**src/rtl/rou_pkg.sv**
```systemverilog
// Shared ROU message definitions: kind encodings, field offsets and width helpers.
package rou_pkg;

    typedef enum logic [1:0] {
        ROU_IDLE  = 2'b00,
        ROU_WRITE = 2'b01,
        ROU_RDREQ = 2'b10,
        ROU_RDRSP = 2'b11
    } rou_kind_e;

    localparam int KIND_W   = 2;
    localparam int OFF_KIND = 0;
    localparam int OFF_TAG  = KIND_W;

    function automatic int off_bsel(input int twid);
        return OFF_TAG + twid;
    endfunction

    function automatic int off_addr(input int twid, input int bwid);
        return off_bsel(twid) + bwid;
    endfunction

    function automatic int off_data(input int twid, input int bwid, input int awid);
        return off_addr(twid, bwid) + awid;
    endfunction

    function automatic int bwid_sel(input int dwid);
        case (dwid)
            512:     return 6;
            256:     return 5;
            128:     return 4;
            64:      return 3;
            default: return 2;
        endcase
    endfunction

endpackage

```
**src/rtl/rou_tag_alloc.sv**
```systemverilog
// Outstanding-read tag tracker: tags 1..NOUT, lowest free tag offered for allocation.
module rou_tag_alloc #(
    parameter int NOUT = 4,
    parameter int TWID = 5
) (
    input  logic            clk,
    input  logic            rst_n,
    input  logic            alloc,
    input  logic            free,
    input  logic [TWID-1:0] free_tag,
    output logic [TWID-1:0] alloc_tag,
    output logic [NOUT-1:0] pending,
    output logic            any_free,
    output logic            any_busy
);

    logic [NOUT-1:0] pend_p1;
    logic [NOUT-1:0] pend_next;

    // Offer is taken from the registered vector only, so a freed tag is reusable a cycle later.
    always_comb begin
        alloc_tag = '0;
        for (int i = NOUT - 1; i >= 0; i--) begin
            if (!pend_p1[i]) alloc_tag = TWID'(i + 1);
        end
    end

    always_comb begin
        pend_next = pend_p1;
        for (int i = 0; i < NOUT; i++) begin
            if (free && free_tag == TWID'(i + 1)) pend_next[i] = 1'b0;
            if (alloc && alloc_tag == TWID'(i + 1)) pend_next[i] = 1'b1;
        end
    end

    always_ff @(posedge clk or negedge rst_n) begin
        if (!rst_n) pend_p1 <= '0;
        else        pend_p1 <= pend_next;
    end

    assign pending  = pend_p1;
    assign any_free = ~&pend_p1;
    assign any_busy = |pend_p1;

endmodule

```
**src/rtl/rou_initiator.sv**
```systemverilog
// ROU bus initiator: local requests to ROU request messages, read responses back to a local port.
module rou_initiator
    import rou_pkg::*;
#(
    parameter int DWID = 128,
    parameter int AWID = 32,
    parameter int TWID = 5,
    parameter int NOUT = 4,
    localparam int BWID = bwid_sel(DWID),
    localparam int WID  = 2 + DWID + AWID + BWID + TWID
) (
    input  logic            clk,
    input  logic            rst_n,
    input  logic            req_valid,
    output logic            req_ready,
    input  logic            req_write,
    input  logic [AWID-1:0] req_addr,
    input  logic [DWID-1:0] req_wdata,
    input  logic [BWID-1:0] req_bsel,
    output logic [WID-1:0]  rou_out,
    output logic            rou_out_seen,
    input  logic [2:0]      ack_out,
    input  logic [WID-1:0]  rou_in,
    input  logic            rou_in_seen,
    output logic [2:0]      ack_in,
    output logic            rsp_valid,
    input  logic            rsp_ready,
    output logic [TWID-1:0] rsp_tag,
    output logic [DWID-1:0] rsp_data,
    output logic            busy,
    output logic            err_unexp
);

    localparam int OFF_BSEL = off_bsel(TWID);
    localparam int OFF_ADDR = off_addr(TWID, BWID);
    localparam int OFF_DATA = off_data(TWID, BWID, AWID);

    logic [WID-1:0]  out_msg_p1;
    logic [WID-1:0]  req_msg;
    logic            out_full;
    logic            take;
    logic            alloc;
    logic [TWID-1:0] alloc_tag;
    logic [NOUT-1:0] pending;
    logic            any_free;
    logic            any_busy;
    rou_kind_e       in_kind;
    logic [TWID-1:0] in_tag;
    logic            tag_ok;
    logic            rsp_take;
    logic            drop;
    logic            rsp_vld_p1;
    logic [TWID-1:0] rsp_tag_p1;
    logic [DWID-1:0] rsp_data_p1;
    logic            unused_in;

    // Request side: the holding register may reload in the same edge it is acknowledged.
    assign out_full  = |out_msg_p1[OFF_KIND +: KIND_W];
    assign req_ready = (!out_full || (|ack_out)) && (req_write || any_free);
    assign take      = req_valid && req_ready;
    assign alloc     = take && !req_write;

    always_comb begin
        req_msg                      = '0;
        req_msg[OFF_BSEL +: BWID]    = req_bsel;
        req_msg[OFF_ADDR +: AWID]    = req_addr;
        if (req_write) begin
            req_msg[OFF_KIND +: KIND_W] = ROU_WRITE;
            req_msg[OFF_DATA +: DWID]   = req_wdata;
        end else begin
            req_msg[OFF_KIND +: KIND_W] = ROU_RDREQ;
            req_msg[OFF_TAG +: TWID]    = alloc_tag;
        end
    end

    always_ff @(posedge clk or negedge rst_n) begin
        if (!rst_n)            out_msg_p1 <= '0;
        else if (take)         out_msg_p1 <= req_msg;
        else if (|ack_out)     out_msg_p1 <= '0;
    end

    rou_tag_alloc #(
        .NOUT (NOUT),
        .TWID (TWID)
    ) u_tags (
        .clk       (clk),
        .rst_n     (rst_n),
        .alloc     (alloc),
        .free      (rsp_take),
        .free_tag  (in_tag),
        .alloc_tag (alloc_tag),
        .pending   (pending),
        .any_free  (any_free),
        .any_busy  (any_busy)
    );

    // Response side: accept only tags we issued; everything else non-idle is swallowed and flagged.
    assign in_kind = rou_kind_e'(rou_in[OFF_KIND +: KIND_W]);
    assign in_tag  = rou_in[OFF_TAG +: TWID];

    always_comb begin
        tag_ok = 1'b0;
        for (int i = 0; i < NOUT; i++) begin
            if (in_tag == TWID'(i + 1) && pending[i]) tag_ok = 1'b1;
        end
    end

    assign rsp_take = rst_n && (in_kind == ROU_RDRSP) && tag_ok && (!rsp_vld_p1 || rsp_ready);
    assign drop     = rst_n && (in_kind != ROU_IDLE) && !((in_kind == ROU_RDRSP) && tag_ok);
    assign ack_in   = {2'b00, rsp_take || drop};
    assign err_unexp = drop;

    always_ff @(posedge clk or negedge rst_n) begin
        if (!rst_n) begin
            rsp_vld_p1  <= 1'b0;
            rsp_tag_p1  <= '0;
            rsp_data_p1 <= '0;
        end else if (rsp_take) begin
            rsp_vld_p1  <= 1'b1;
            rsp_tag_p1  <= in_tag;
            rsp_data_p1 <= rou_in[OFF_DATA +: DWID];
        end else if (rsp_ready) begin
            rsp_vld_p1  <= 1'b0;
        end
    end

    assign rou_out      = out_msg_p1;
    assign rou_out_seen = 1'b0;
    assign rsp_valid    = rsp_vld_p1;
    assign rsp_tag      = rsp_tag_p1;
    assign rsp_data     = rsp_data_p1;
    assign busy         = out_full || any_busy;
    assign unused_in    = ^{rou_in_seen, rou_in[OFF_DATA-1:OFF_BSEL]};

endmodule

```
**config.mk**
```make
export PLATFORM = sky130hd
export DESIGN_NAME = rou_initiator
export DESIGN_NICKNAME = d
export VERILOG_FILES = /design/src/rtl/rou_pkg.sv /design/src/rtl/rou_tag_alloc.sv /design/src/rtl/rou_initiator.sv
export SDC_FILE = /design/constraint.sdc
export NUM_CORES = 1
export LEC_CHECK = 0
export ABC_AREA = 1
export CORE_AREA = 2 2 252 254
export DETAILED_ROUTE_END_ITERATION = 8
export DIE_AREA = 0 0 254 256
export GPL_ROUTABILITY_DRIVEN = 1
export HOLD_SLACK_MARGIN = 0.12
export SYNTH_ARGS = -nofsm -noshare
export SYNTH_HDL_FRONTEND = slang
export SYNTH_SLANG_ARGS = --single-unit
```
**constraint.sdc**
```tcl
create_clock -name clk -period 3.85 [get_ports clk]
set_input_delay 0.77 -clock clk [delete_from_list [all_inputs] [get_ports clk]]
set_output_delay 0.77 -clock clk [all_outputs]
set_load 0.1 [all_outputs]
```
==> results of run 1 <==
## final cells by class
cell class	instances	area share, %
diodes	1	0.01178
clock buffers	58	5.211
clock inverters	10	0.3062
inverters	279	4.952
multi-input cells	694	18.33
flip-flops and latches	307	36.15
well taps	846	4.981
repair buffers	633	30.05
## worst max-delay path, cell delays in order (launching register included)
cell and delay, ns:
dfrtp_1 0.43, nor4_1 0.38, nand3_1 0.12, clkdlybuf4s50_1 1.03
## through the flow
step / setup WS (ns) / hold WS [ns] / instance area, µm² / util (%)
after global routing: 0.4331 / 0.3368 / 21250 / 34.06
after detailed placement: 0.6024 / 0.4585 / 20080 / 32.18
after floorplan: 0.7589 / 0.4744 / 13280 / -
after CTS: 0.4611 / 0.3141 / 21250 / 34.06
final: 0.5752 / 0.3243 / 21250 / 34.06
after global placement: 0.6067 / 0.4518 / 20080 / 32.18
## Yosys cell counts (all sizes together)
cell,count
buf,67
nor2,10
clkbuf,7
dfrtp,307
inv,278
nand2,355
clkinv,1
nor4,1
nand4,7
and3,1
o21ai,265
or2,1
nor3,1
and2,1
a21boi,1
nand3,46
conb,1
## cell families (layout without fill, tap and decap cells)
kind of cell | Yosys count | count (layout)
other cells | 1 | 6
simple gates | 423 | 423
flops | 307 | 307
compound gates | 266 | 266
buf+inv | 353 | 980
## layer usage
metal	vias up	track usage [%]
met1	5014	14.25
li1	5309	-
met4	4	4.951
met5	-	0
met3	96	4.780
met2	425	21.13
## where the power goes
part	total [mW]	internal, mW	switching (mW)
sequential	3.95	3.69	0.263
clock	3.37	1.99	1.38
combinational	5.66	1.35	4.31
total	13.0	7.02	5.95
## registers in the layout, summed over array words and instances, names as in the netlist
name            count
rsp_data          128
rsp_valid           1
u_tags.pending      4
rou_out           169
rsp_tag             5
## path summary, 6_finish.rpt
check / start / slack [ns] / to
setup reg to reg: u_tags.pending[0] / 1.71 / rsp_data[4]
min in group clk: rou_out[15] / 0.47 / rou_out[15]
setup / recovery: u_tags.pending[0] / 0.58 / busy
max in group asynchronous: rst_n / 2.08 / rsp_tag[0]
hold reg to reg: rou_out[15] / 0.47 / rou_out[15]
hold / removal: rst_n / 0.32 / rsp_valid
==> metrics, run 1 <==
CTS Buf Count 38; Synth area leader dfrtp_1; Min-Delay Path Class primary input to asynchronous set/reset pin; Yosys top cell area share 57.94%; Synth Area in Compound Gates 15.15%; clk slew on worst S/H paths 0.06 ns; DP Wirelength 31410 µm; Synth cell types 31; GRT Residual Overflow 0; DR DRC count 0; layout cells sized above 1 16.86%; Synth Area in Adders 0%; Mapped Cells 1350; total negative slack 0 ns; Seq/Total Area, Yosys 57.94%; area growth from synthesis to final layout 60.26%; P per Cell Area 610.6 mW/mm²; largest net degree at the start of global routing around 130; clock sinks between 300 and 400; normalized max-slew margin 27.29%; Post-CTS Hold Buffers 0; # rows 92; CP Data Required Time between 3 and 4 ns; fin cells 2828; placed cells 2759; Leak 10.10 nW; total wire length ~42000 µm; nets@finish roughly 2300; Setup Skew 0.01199 ns; metal3 WL 4115 µm; crit share post-route between 80% and 90%; maxcap violations 0; min Tclk post-route 3.275 ns; Arrival @ worst endpoint 2.50 ns; clock tree buffer depth 3; startpoint types flop; Worst-Skew Late Latency 0.53 ns; CTS Root Cell clkbuf_16; average size of a mapped cell 9.822 µm²; Fill cells ~6400; Crit Path Max Fanout 5; Seq cells post-synth 307; antenna-violating nets left 0; RSZ-0062 raised after global routing false; path depth of the worst reg2reg path 8; Vias 10848; cts repair resizes 0; vias per cell between 3 and 4; initial core utilization 21.25%; # H-tree levels 2; Routed met1 length about 16000 µm; VDD IR-drop max 0.4533 mV; Final Power ~13 mW; most frequent cells in the layout clkdlybuf4s50_1 (605), dfrtp_1 (307), nand2_1 (295); Die Y 256 µm; Highest Signal Layer met5; Reg area 0.007682 mm²; Simple-Gate Fraction of Synth Area 13.99%; upper clock frequency limit 305.4 MHz; worst-margin pin slew ~1.1 ns; drt wl/cell 14.68 µm; Cell Area, Synth 0.01326 mm²; first-pass GRT wire length 64190 µm; Crit Path Category flop to output port; Tot GR Track Use between 10 and 15%; YS warnings 0; setup violators final 0; multi-input logic area 0.003896 mm²; outcome completed; fin. max-slew vios 0; IO buf count 613; I/O Pins between 600 and 700; CTS tree yes; DRT iter0 DRCs 510; Critical Path Sink Type output port; Initial DRT Pass Iterations 5; Core ar. 0.06239 mm²; mux contribution to synthesized area 0%; number of global-route vias before repair 11261; synth top area cells dfrtp_1 (58%), o21ai_2 (12%), nand2_1 (8.4%), inv_1 (7.8%), nand2_2 (2.8%); met2 WL 19790 µm; Hold Vio Cnt, Final 0; largest family of logic cells by synthesized area compound AO/OA/AOI/OAI gates; Final GP Congestion about 0.79; antenna violations before repair 5; commonest non-fill, non-tap cell in the layout clkdlybuf4s50_1; post-CTS setup repair buffer count 0; Post-Synth XOR/XNOR Area 0%; die span in x 254 µm; die area 0.06502 mm²
(Power assumes the default switching activity.)
==> inputs of run 2 (changes only) <==
Settings changed: CORE_AREA 2 2 252 254 to 2 2 258 260, DIE_AREA 0 0 254 256 to 0 0 260 262, SKIP_CTS_REPAIR_TIMING from default to 1.
==> run 2 against run 1 <==
Against the previous run:
- register-to-register slack got worse by 0.21 ns
- sequential power barely moved
- clock skew barely moved
- clock power rose by 10%
- worst setup slack got worse by 0.22 ns
- global-route usage fell by 0.42 points
- flip-flop and latch count did not move
- first-iteration DRC count rose by 1.6%
- core utilization fell by 1.2 points
- highest routed layer unchanged
==> metrics, run 2 (same netlist as run 1, synthesis figures left out) <==
Final Power 13.34 mW (was 12.98 mW); path depth of the worst reg2reg path 9 (was 8); die area 0.06812 mm² (was 0.06502 mm²); internal power 7.289 mW (was 7.020 mW); Clk network pwr share 27.8% (was 25.9%); Vias 10966 (was 10848); Final GP Congestion 0.8340 (was 0.7882); min Tclk post-route 3.493 ns (was 3.275 ns); clock tree buffer depth 3 (unchanged); switching share of power 45.35% (was 45.89%); startpoint types primary input (was flop); most frequent cells in the layout clkdlybuf4s50_1 (604), dfrtp_1 (307), nand2_1 (295) (was clkdlybuf4s50_1 (605), dfrtp_1 (307), nand2_1 (295)); drt wl/cell 15.28 µm (was 14.68 µm); setup violators final 0 (unchanged); maxcap violations 0 (unchanged); clock sinks 307 (unchanged); antenna violations before repair 15 (was 5); VDD IR-drop max 0.4979 mV (was 0.4533 mV); normalized max-slew margin 27.83% (was 27.29%); vias per cell 3.845 (was 3.836); upper clock frequency limit 286.3 MHz (was 305.4 MHz); Setup Skew 0.01241 ns (was 0.01199 ns); I/O Pins 656 (unchanged); post-route worst setup slack 0.3569 ns (was 0.5752 ns); nets@finish 2298 (was 2297); IO buf count 613 (unchanged); crit share post-route 90.73% (was 85.06%); Critical Path Sink Type output port (unchanged); layout cells sized above 1 17.44% (was 16.86%); Core ar. 0.06528 mm² (was 0.06239 mm²); initial core utilization 20.31% (was 21.25%); DRT iter0 DRCs 518 (was 510); placed cells 2777 (was 2759); end of the critical path ack_in[0] (was busy); area growth from synthesis to final layout 61.68% (was 60.26%); DR DRC count 0 (unchanged); Leak 10.19 nW (was 10.10 nW); GRT Residual Overflow 0 (unchanged); Die Y 262 µm (was 256 µm); Crit Path Category primary input to output port (was flop to output port); CTS Buf Count 38 (unchanged); CTS tree yes (unchanged); fin. max-slew vios 0 (unchanged); # H-tree levels 2 (unchanged); Min-Delay Path Class flop to flop (was primary input to asynchronous set/reset pin); worst-margin pin slew 1.079 ns (was 1.087 ns); Worst-Skew Late Latency 0.54 ns (was 0.53 ns); P_sw 6.048 mW (was 5.955 mW); CP startpoint rst_n (was u_tags.pending[0]); Fill cells 6721 (was 6427); die span in x 260 µm (was 254 µm); Tot GR Track Use 12.12% (was 12.55%); CP Data Required Time 3.08 ns (about the same); R2R Setup Slk 1.50 ns (was 1.71 ns); max FFs per register 169 (unchanged); Reg power frac 29.6% (was 30.4%); RR Endpoint rsp_data[49] (was rsp_data[4]); RSZ-0062 raised after global routing false (unchanged); first-pass GRT wire length 64120 µm (was 64190 µm); Place WS 0.6662 ns (was 0.6024 ns); outcome completed (unchanged); commonest non-fill, non-tap cell in the layout clkdlybuf4s50_1 (unchanged); DP Wirelength 32990 µm (was 31410 µm); Arrival @ worst endpoint 2.72 ns (was 2.50 ns); total wire length 43570 µm (was 41530 µm); largest net degree at the start of global routing 143 (was 126); combinational share of power 42.5% (was 43.6%); # rows 94 (was 92); CTS Root Cell clkbuf_16 (unchanged); antenna-violating nets left 0 (unchanged); Min Hold Slack 0.4649 ns (was 0.3243 ns); reg-to-reg startpoint u_tags.pending[0] (unchanged); Initial DRT Pass Iterations 4 (was 5); total negative slack 0 ns (unchanged); Hold Vio Cnt, Final 0 (unchanged); fin cells 2852 (was 2828); clk slew on worst S/H paths 0.06 ns (about the same); number of global-route vias before repair 11120 (was 11261); P per Cell Area 622.0 mW/mm² (was 610.6 mW/mm²); Crit Path Max Fanout 32 (was 5)
-- run 2: area by class of cell --
cell class | instances | area (µm²) | area share [%]
antenna | 4 | 10.01 | 0.04669
clock buffer | 49 | 1074 | 5.007
clock inverter | 21 | 237.7 | 1.109
inverter | 279 | 1052 | 4.908
multi-input combinational | 694 | 3896 | 18.17
sequential | 307 | 7682 | 35.83
tap | 864 | 1081 | 5.042
timing repair buffer | 634 | 6406 | 29.88
-- run 2: worst min-delay path by stage --
stage	end	depth (start not counted)	from	slack (ns)
floorplan	rou_out[0]	0	rst_n	0.47
global placement	rsp_tag[4]	2	rsp_tag[4]	0.45
detailed placement	rsp_tag[4]	2	rsp_tag[4]	0.45
CTS	rou_out[125]	1	rst_n	0.08
global route	rou_out[138]	2	rou_out[138]	0.50
finish	rsp_tag[4]	2	rsp_tag[4]	0.46
-- run 2: per-layer routing --
metal	vias to the layer above	wire length [µm]	GRT usage (%)
li1	5306	-	-
met2	385	21290	20.37
met4	18	1206	4.406
met5	-	100	0
met1	5176	16550	13.60
met3	81	4414	5.353
-- run 2: power by group through the flow --
stage,combinational (mW),sequential (mW),clock (mW)
floorplan,0.793,7.28,0
global placement,5.69,3.98,0
detailed placement,5.71,4.00,0
CTS,5.73,3.95,3.87
global route,5.88,4.01,3.99
finish,5.67,3.95,3.71
-- run 2: per-stage QoR --
step	area [µm²]	utilization (%)
floorplan	13280	-
global placement	20110	30.81
detailed placement	20110	30.81
CTS	21420	32.81
global route	21440	32.84
finish	21440	32.84
-- run 2: critical path, cell delays in order --
cell and delay, ns:
dlygate4sd3_1 0.59, buf_8 0.28, a21boi_1 0.59, nand3_4 0.12, nand2_1 0.14, buf_12 0.19
==> inputs of run 3 (changes only) <==
Settings changed: HOLD_SLACK_MARGIN 0.12 to default, SKIP_CTS_REPAIR_TIMING 1 to default.
==> run 3 against run 2 <==
Against the previous run:
- via count is 0.13% higher
- maximum frequency increased by 7.1%
- sequential share of layout area barely moved
- first-iteration DRC count fell by 5.6%
- largest cell class unchanged
==> metrics, run 3 (same netlist as run 1, synthesis figures left out) <==
Critical Path Sink Type output port (unchanged); layout cells sized above 1 17.45% (was 17.44%); upper clock frequency limit 306.6 MHz (was 286.3 MHz); DP Wirelength 32990 µm (unchanged); DRT iter0 DRCs 489 (was 518); post-CTS setup repair buffer count 0; clock sinks 307 (unchanged); # rows 94 (unchanged); Arrival @ worst endpoint 2.49 ns (was 2.72 ns); fin. max-slew vios 0 (unchanged); CTS Buf Count 38 (unchanged); RSZ-0062 raised after global routing false (unchanged); Final Power 13.33 mW (was 13.34 mW); CTS tree yes (unchanged); Setup Skew 0.01227 ns (was 0.01241 ns); initial core utilization 20.31% (unchanged); Die Y 262 µm (unchanged); die area 0.06812 mm² (unchanged); crit share post-route 84.70% (was 90.73%); Vias 10980 (was 10966); Crit Path Category flop to output port (was primary input to output port); # H-tree levels 2 (unchanged); cells along the critical path nor4_1 > nand3_1 > clkdlybuf4s50_1 (was dlygate4sd3_1 > buf_8 > a21boi_1 > nand3_4 > nand2_1 > buf_12); most frequent cells in the layout clkdlybuf4s50_1 (604), dfrtp_1 (307), nand2_1 (295) (unchanged); clk slew on worst S/H paths 0.07 ns (was 0.06 ns); maxcap violations 0 (unchanged); I/O Pins 656 (unchanged); drt wl/cell 15.28 µm (about the same); total wire length 43550 µm (was 43570 µm); setup violators final 0 (unchanged); Post-CTS Hold Buffers 0; Hold Vio Cnt, Final 0 (unchanged); GRT Residual Overflow 0 (unchanged); antenna violations before repair 15 (unchanged); startpoint types flop (was primary input); antenna-violating nets left 0 (unchanged); clock tree buffer depth 3 (unchanged); CP Data Required Time 3.08 ns (about the same); Worst-Skew Late Latency 0.54 ns (about the same); post-route worst setup slack 0.5889 ns (was 0.3569 ns); IO buf count 613 (unchanged); max incr delay on CP 1.01 ns (was 0.59 ns); normalized max-slew margin 27.50% (was 27.83%); worst-margin pin slew 1.084 ns (was 1.079 ns); Core ar. 0.06528 mm² (unchanged); die span in x 260 µm (unchanged); Place WS 0.6662 ns (unchanged); VDD IR-drop max 0.4979 mV (about the same); slowest stage cell, crit path clkdlybuf4s50_1 (was dlygate4sd3_1); total negative slack 0 ns (unchanged); max FFs per register 169 (unchanged); Min-Delay Path Class primary input to asynchronous set/reset pin (was flop to flop); Leak 10.19 nW (about the same); P per Cell Area 622.3 mW/mm² (was 622.0 mW/mm²); Crit Path Max Fanout 5 (was 32); Tot GR Track Use 12.12% (unchanged); largest net degree at the start of global routing 143 (unchanged); number of global-route vias before repair 11120 (unchanged); Final GP Congestion 0.8340 (unchanged); DR DRC count 0 (unchanged); CTS Root Cell clkbuf_16 (unchanged); Initial DRT Pass Iterations 4 (unchanged); min Tclk post-route 3.261 ns (was 3.493 ns); outcome completed (unchanged); commonest non-fill, non-tap cell in the layout clkdlybuf4s50_1 (unchanged); nets@finish 2297 (was 2298); vias per cell 3.851 (was 3.845); cts repair resizes 0; first-pass GRT wire length 64120 µm (unchanged); area growth from synthesis to final layout 61.61% (was 61.68%)
## run 3: critical path, delay by kind of cell, from the launching register on
kind / cells / cell delay (ns)
buffers and inverters: 1 / 1.01
DFF: 1 / 0.44
and+or+nand+nor: 2 / 0.49
## run 3: per-layer routing
metal	vias up	routed length, µm	GRT usage (%)
met5	-	105	0
met1	5179	16550	13.60
li1	5304	-	-
met4	18	1205	4.406
met3	81	4406	5.353
met2	398	21280	20.37
## run 3: path summary, 6_finish.rpt
| check | start | end | slack (ns) | cells past startpoint |
|---|---|---|---|---|
| worst max-delay path | u_tags.pending[0] | busy | 0.59 | 3 |
| worst min-delay path | rst_n | rou_out[125] | 0.1 | 1 |
| worst max register to register | u_tags.pending[0] | rsp_data[28] | 1.54 | 9 |
| worst min register to register | rsp_tag[4] | rsp_tag[4] | 0.46 | 2 |
| max in group asynchronous | rst_n | rou_out[43] | 2.12 | 3 |
| min in group clk | rsp_tag[4] | rsp_tag[4] | 0.46 | 2 |
## run 3: cell type report
| class | count | area (µm²) |
|---|---|---|
| fill | 6722 | 43850 |
| sequential | 307 | 7682 |
| timing repair buffer | 633 | 6396 |
| multi-input combinational | 694 | 3896 |
| tap | 864 | 1081 |
| clock buffer | 49 | 1074 |
| inverter | 279 | 1052 |
| clock inverter | 21 | 237.7 |
| antenna | 4 | 10.01 |
## run 3: power breakdown
| group | switching [mW] | internal (mW) | total (mW) | leakage [nW] |
|---|---|---|---|---|
| Combinational | 4.32 | 1.35 | 5.67 | 5.48 |
| Clock | 1.46 | 2.25 | 3.71 | 0.655 |
| Sequential | 0.264 | 3.69 | 3.95 | 4.06 |
## run 3: through the flow
stage	util (%)	area, µm²	instances	hold WS, ns
3_5_place_dp	30.81	20110	2777	0.4520
2_1_floorplan	-	13280	1354	0.4744
6_report	32.83	21430	2851	0.09791
3_3_place_gp	30.81	20110	2777	0.4529
4_1_cts	32.81	21420	2847	0.07923
5_1_grt	32.83	21430	2851	0.08507
